File: config.mk
export PLATFORM = sky130hd
export DESIGN_NAME = ascon_perm_ctrl
export DESIGN_NICKNAME = d
export VERILOG_FILES = /design/src/rtl/ascon_pkg.sv /design/src/rtl/ascon_round_sched.sv /design/src/rtl/ascon_perm_ctrl.sv
export SDC_FILE = /design/constraint.sdc
export NUM_CORES = 1
export LEC_CHECK = 0
export BUFFER_PORTS_ARGS = -buffer_cell sky130_fd_sc_hd__clkbuf_2
export CAP_MARGIN = 40
export CORE_AREA = 2 2 498 500
export CTS_CLUSTER_SIZE = 40
export DETAILED_ROUTE_END_ITERATION = 8
export DIE_AREA = 0 0 500 502
export GPL_TIMING_DRIVEN = 0
export PLACE_DENSITY = 0.31
export REMOVE_ABC_BUFFERS = 1
export SETUP_SLACK_MARGIN = 0.4
export SYNTH_ARGS = -nofsm -noshare
export SYNTH_HDL_FRONTEND = slang
export SYNTH_HIERARCHICAL = 1
export SYNTH_SLANG_ARGS = --single-unit
File: constraint.sdc
create_clock -name clk -period 3.7 [get_ports clk]
set_input_delay 0.925 -clock clk [delete_from_list [all_inputs] [get_ports clk]]
set_output_delay 0.925 -clock clk [all_outputs]
set_load 0.02 [all_outputs]
File: src/rtl/ascon_pkg.sv
// Shared types and constants for the ASCON permutation sequencer.
package ascon_pkg;

   typedef struct packed {
      logic [63:0] x0;
      logic [63:0] x1;
      logic [63:0] x2;
      logic [63:0] x3;
      logic [63:0] x4;
   } ascon_state_t;

   typedef enum logic [1:0] {
      RC_HOLD = 2'b00,
      RC_LOAD = 2'b01,
      RC_ADV  = 2'b10
   } rcmode_t;

   typedef enum logic [1:0] {
      SEL_P12     = 2'b00,
      SEL_P8      = 2'b01,
      SEL_P6      = 2'b10,
      SEL_P12_ALT = 2'b11
   } rounds_sel_t;

   localparam int ROUNDS_P12 = 12;
   localparam int ROUNDS_P8  = 8;
   localparam int ROUNDS_P6  = 6;

   localparam logic [3:0] START_P12 = 4'd0;
   localparam logic [3:0] START_P8  = 4'd4;
   localparam logic [3:0] START_P6  = 4'd6;

endpackage

File: src/rtl/ascon_round_sched.sv
// Maps a round-count selection to the first round-constant index and the
// datapath cycle count minus one for the configured unroll factor.
module ascon_round_sched
   import ascon_pkg::*;
#(
   parameter int UNROLL = 1
) (
   input  logic [1:0] rounds,
   output logic [3:0] start,
   output logic [3:0] last_cnt
);

   generate
      if (UNROLL != 1 && UNROLL != 2) begin : g_bad_unroll
         $error("ascon_round_sched: UNROLL must be 1 or 2");
      end
   endgenerate

   // NOTE: every output gets a default first so no path leaves it unassigned (no latch).
   always_comb begin
      start    = START_P12;
      last_cnt = 4'(ROUNDS_P12 / UNROLL - 1);
      case (rounds_sel_t'(rounds))
         SEL_P8: begin
            start    = START_P8;
            last_cnt = 4'(ROUNDS_P8 / UNROLL - 1);
         end
         SEL_P6: begin
            start    = START_P6;
            last_cnt = 4'(ROUNDS_P6 / UNROLL - 1);
         end
         default: ;
      endcase
   end

endmodule

File: src/rtl/ascon_perm_ctrl.sv
// Sequencer for the unrolled ASCON round datapath: loads a state, recirculates
// it for N/UNROLL cycles and holds the permuted result on a valid/ready channel.
module ascon_perm_ctrl
   import ascon_pkg::*;
#(
   parameter int UNROLL = 1
) (
   input  logic        clk,
   input  logic        nRST,
   input  logic        in_valid,
   output logic        in_ready,
   input  logic [1:0]  in_rounds,
   input  logic [63:0] in_x0,
   input  logic [63:0] in_x1,
   input  logic [63:0] in_x2,
   input  logic [63:0] in_x3,
   input  logic [63:0] in_x4,
   output logic        out_valid,
   input  logic        out_ready,
   output logic [63:0] out_x0,
   output logic [63:0] out_x1,
   output logic [63:0] out_x2,
   output logic [63:0] out_x3,
   output logic [63:0] out_x4,
   output logic [63:0] dp_xi0,
   output logic [63:0] dp_xi1,
   output logic [63:0] dp_xi2,
   output logic [63:0] dp_xi3,
   output logic [63:0] dp_xi4,
   input  logic [63:0] dp_xo0,
   input  logic [63:0] dp_xo1,
   input  logic [63:0] dp_xo2,
   input  logic [63:0] dp_xo3,
   input  logic [63:0] dp_xo4,
   output logic [1:0]  dp_rcmode,
   output logic [3:0]  dp_constti,
   output logic        busy
);

   localparam logic [1:0] ST_IDLE = 2'd0;
   localparam logic [1:0] ST_RUN  = 2'd1;
   localparam logic [1:0] ST_DONE = 2'd2;

   logic [1:0]   state;
   logic [3:0]   cnt;
   logic [1:0]   rounds_q;
   logic [1:0]   sched_sel;
   logic [3:0]   start_idx;
   logic [3:0]   last_cnt;
   ascon_state_t in_st;
   ascon_state_t xo_st;
   ascon_state_t xi_st;
   ascon_state_t out_q;
   rcmode_t      rcmode;

   assign in_st = {in_x0, in_x1, in_x2, in_x3, in_x4};
   assign xo_st = {dp_xo0, dp_xo1, dp_xo2, dp_xo3, dp_xo4};

   // Live selection while idle so the constant index is ready at the accept edge.
   assign sched_sel = (state == ST_IDLE) ? in_rounds : rounds_q;

   ascon_round_sched #(.UNROLL(UNROLL)) u_sched (
      .rounds   (sched_sel),
      .start    (start_idx),
      .last_cnt (last_cnt)
   );

   // NOTE: sequential state uses non-blocking assignments so every register samples pre-edge values.
   always_ff @(posedge clk or negedge nRST) begin
      if (!nRST) begin
         state    <= ST_IDLE;
         cnt      <= 4'd0;
         rounds_q <= 2'd0;
         out_q    <= '0;
      end else begin
         case (state)
            ST_IDLE: if (in_valid) begin
               state    <= ST_RUN;
               cnt      <= last_cnt;
               rounds_q <= in_rounds;
            end
            ST_RUN: if (cnt == 4'd0) begin
               out_q <= xo_st;
               state <= ST_DONE;
            end else begin
               cnt <= cnt - 4'd1;
            end
            ST_DONE: if (out_ready) state <= ST_IDLE;
            default: state <= ST_IDLE;
         endcase
      end
   end

   // Reset overrides the combinational datapath controls as well.
   always_comb begin
      rcmode = RC_HOLD;
      xi_st  = '0;
      if (nRST) begin
         case (state)
            ST_IDLE: begin
               rcmode = RC_LOAD;
               xi_st  = in_st;
            end
            ST_RUN: begin
               rcmode = RC_ADV;
               xi_st  = xo_st;
            end
            ST_DONE: xi_st = xo_st;
            default: ;
         endcase
      end
   end

   assign in_ready   = (state == ST_IDLE);
   assign out_valid  = (state == ST_DONE);
   assign busy       = (state == ST_RUN) || (state == ST_DONE);
   assign dp_rcmode  = rcmode;
   assign dp_constti = nRST ? start_idx : 4'd0;

   assign {dp_xi0, dp_xi1, dp_xi2, dp_xi3, dp_xi4}      = xi_st;
   assign {out_x0, out_x1, out_x2, out_x3, out_x4}      = out_q;

endmodule
==> flow_summary.ini <==
[route]
drt_iter0_markers = 1357
wirelength_um = 205000
vias = 20300
drt-pass1-iter-count = 5
vias_per_cell = 3.27
wl_per_cell_um = 33.2
drc = 0
ant_nets = 0

[yosys]
synth.most_common_cell = dfrtp_1
synthFlopType = dfrtp_1
ys_warn_count = 6
syn-instance-count = 1497
synth.top_cell.area_share_pct = 49.2
synth.cell_area_um2 = 16700
synth_edf_count = 0
ys_seq_area_share_pct = 49.2
ys_seq_elements = 328
synthArstFlopShare_pct = 100
netlist_top_cells_count = 328 x dfrtp_1, 322 x nor2_1, 320 x a22oi_1, 210 x mux2_1, 116 x mux2_2
ys_types = 33
syn_area_per_cell_um2 = 11.1
synth_area_leaders = dfrtp_1 49%, a22oi_1 14%, mux2_1 14%
yosysTopAreaCell = dfrtp_1

[pwr]
power.density_nw_per_um2 = 1120
p_switching_uw = 19300
clockPowerShare_pct = 14.5
max-vdd-ir-drop_mv = 0.708
p_seq_share_pct = 16.8
leakage_uw = 0.0159
internal-power_uw = 18100
power_frac_comb_pct = 68.7
swShare_pct = 51.6

[grt]
antenna_found_initial = 164
grt-ovfl-total = 0
grt_start_max_net_pins = 83
met2_usage_pct = 23.4
grt_pass1_wl_um = 246000
grt_use_met3_pct = 10.6
grt-busiest-layer = met2
met1_usage_pct = 16.8
grt_usage_pct = 15.4
grt_pass1_vias = 19900

[setup_path]
critPathArrivalTime_ns = 2.66
reg2regPathDepth = 16
critPathCaptureType = output port
crit_fanout = 11
timing.rr.start = state[1]
rrSetupSlack_ns = 0.39
reg2reg_to = out_x0[44]
cp.required_ns = 2.77
cp-startpoint = state[0]
critPathCapture = dp_xi4[19]
crit_path_start_kind = register
path_class = reg2out

[timing]
fin_ws_ns = 0.118
fmax_ghz = 0.279
setup-violations-final = 0
slew-limit-headroom_pct = 55.3
worst_clock_skew_ns = 0.0203
fin_crit_sh_pct = 96.8
hold_viol = 0
worst_slew_pin_slew_ns = 0.670
setup_tns_ns = 0
grt_setup_unrepaired = yes
fin_crit_ns = 3.58
hold_ws_ns = 0.102
maxSlewViolCount = 0

[place]
dp_hpwl_um = 155000
io_buffers = 1292
place_ws_ns = -1.35
gp_congestion = 0.888

[cells_and_area]
area_growth_pct = 100
nets = 3551
layout-drive-gt1-share_pct = 62.6

[die]
die_area_um2 = 251000
num_rows = 182
die_h_um = 502
die_w_um = 500
core_area_um2 = 245000
start_util_pct = 6.80
io_pins = 1295

[min_path]
hp-class = in2async

[outcome]
status = completed

[clocking]
clkSlewWorstSetupHoldPaths_ns = 0.06
cts_htree_levels = 2
worstSkewPairLatency_ns = 0.69
root_buffer = clkbuf_16
cts_tree = yes
cts_max_path_buffers = 3
cts.sinks = 328
cts_buffers = 54

[job]
drv_cap = 0
[placed cells by master, fill, tap and decap left out, drive strengths merged, types with 2 or more instances in the layout]
cell type | synthesis | layout
diode | 0 | 45
nand2b | 1 | 2
dfrtp | 328 | 328
bufbuf | 0 | 17
a22oi | 320 | 320
conb | 2 | 3
bufinv | 0 | 4
ha | 9 | 9
clkbuf | 98 | 1302
and2 | 6 | 6
nor3 | 2 | 2
clkinvlp | 0 | 2
o21ai | 3 | 3
buf | 51 | 246
nor2b | 3 | 3
nand2 | 3 | 3
clkinv | 0 | 8
mux2 | 326 | 326
inv | 10 | 12
nor2 | 322 | 322
[timing repair]
| item | 4_1_cts | 5_1_grt |
|---|---|---|
| cloned | 59 | 15 |
| pin swaps | 47 | 50 |
| buffers inserted | 57 | 12 |
| setup endpoints to repair | 440 | 388 |
| gates resized for setup | 205 | 290 |
| hold buffers | 0 | 0 |
[worst min path at each step]
stage	startpoint	end	slack (ns)	cells after the start
2_1_floorplan	rounds_q[0]	rounds_q[0]	0.48	1
3_3_place_gp	out_x2[38]	out_x2[38]	0.47	1
3_5_place_dp	out_x2[24]	out_x2[24]	0.47	1
4_1_cts	nRST	out_x4[29]	0.02	1
5_1_grt	nRST	out_x1[18]	0.07	1
6_report	nRST	out_x1[9]	0.10	1
[layout make-up]
type | count | area (um2)
Clock inverter | 16 | 193
Inverter | 10 | 40.0
Timing Repair Buffer | 1490 | 10900
Sequential cell | 328 | 8210
Multi-Input combinational cell | 1012 | 8330
Fill cell | 28100 | 212000
Tap cell | 3220 | 4030
Clock buffer | 75 | 1550
Antenna cell | 45 | 113
[power by group through the flow]
stage	sequential, uW	clock [uW]	combinational, uW
2_1_floorplan	7630	0	4900
3_3_place_gp	6420	0	13500
3_5_place_dp	6320	0	18500
4_1_cts	6280	5680	24300
5_1_grt	6520	5720	26900
6_report	6270	5390	25700
[flip-flops by register name (all words and copies together) (netlist names)]
register  flops
cnt           4
out_x0       64
out_x1       64
out_x2       64
out_x3       64
out_x4       64
rounds_q      2
state         2
[cell families after synthesis]
kind of cell               synth area share (%)
other                                    0.0450
AOI/OAI and AO/OA                          14.8
adders and majority gates                 0.675
and+or+nand+nor                            7.98
xor gates and xnor gates                 0.0525
DFF                                        49.2
muxes                                      22.1
buffers and inverters                      5.10
[routing by layer]
layer	part of all wire (%)	wire, um
met1	38	77200
met2	43	87400
met3	15	31600
met4	4.2	8570
met5	0.34	701
[worst max-delay path, stage by stage, from the launching register on]
cell and delay (ns):
dfrtp_2 0.43, ha_1 0.24, nand2b_4 0.20, buf_16 0.17, buf_16 0.18, bufbuf_16 0.34
nor2_1 0.11, clkbuf_4 0.18
[stage by stage]
step	power, uW	utilization (%)	area [um2]	std cells
global route	39100	13.6	33300	6166
global placement	20000	10.7	26400	5861
detailed placement	24800	11.2	27400	5917
CTS	36300	13.1	32100	6124
finish	37300	13.6	33300	6196
floorplan	12500	-	15900	1349
Power figures use the tool's default switching activity.
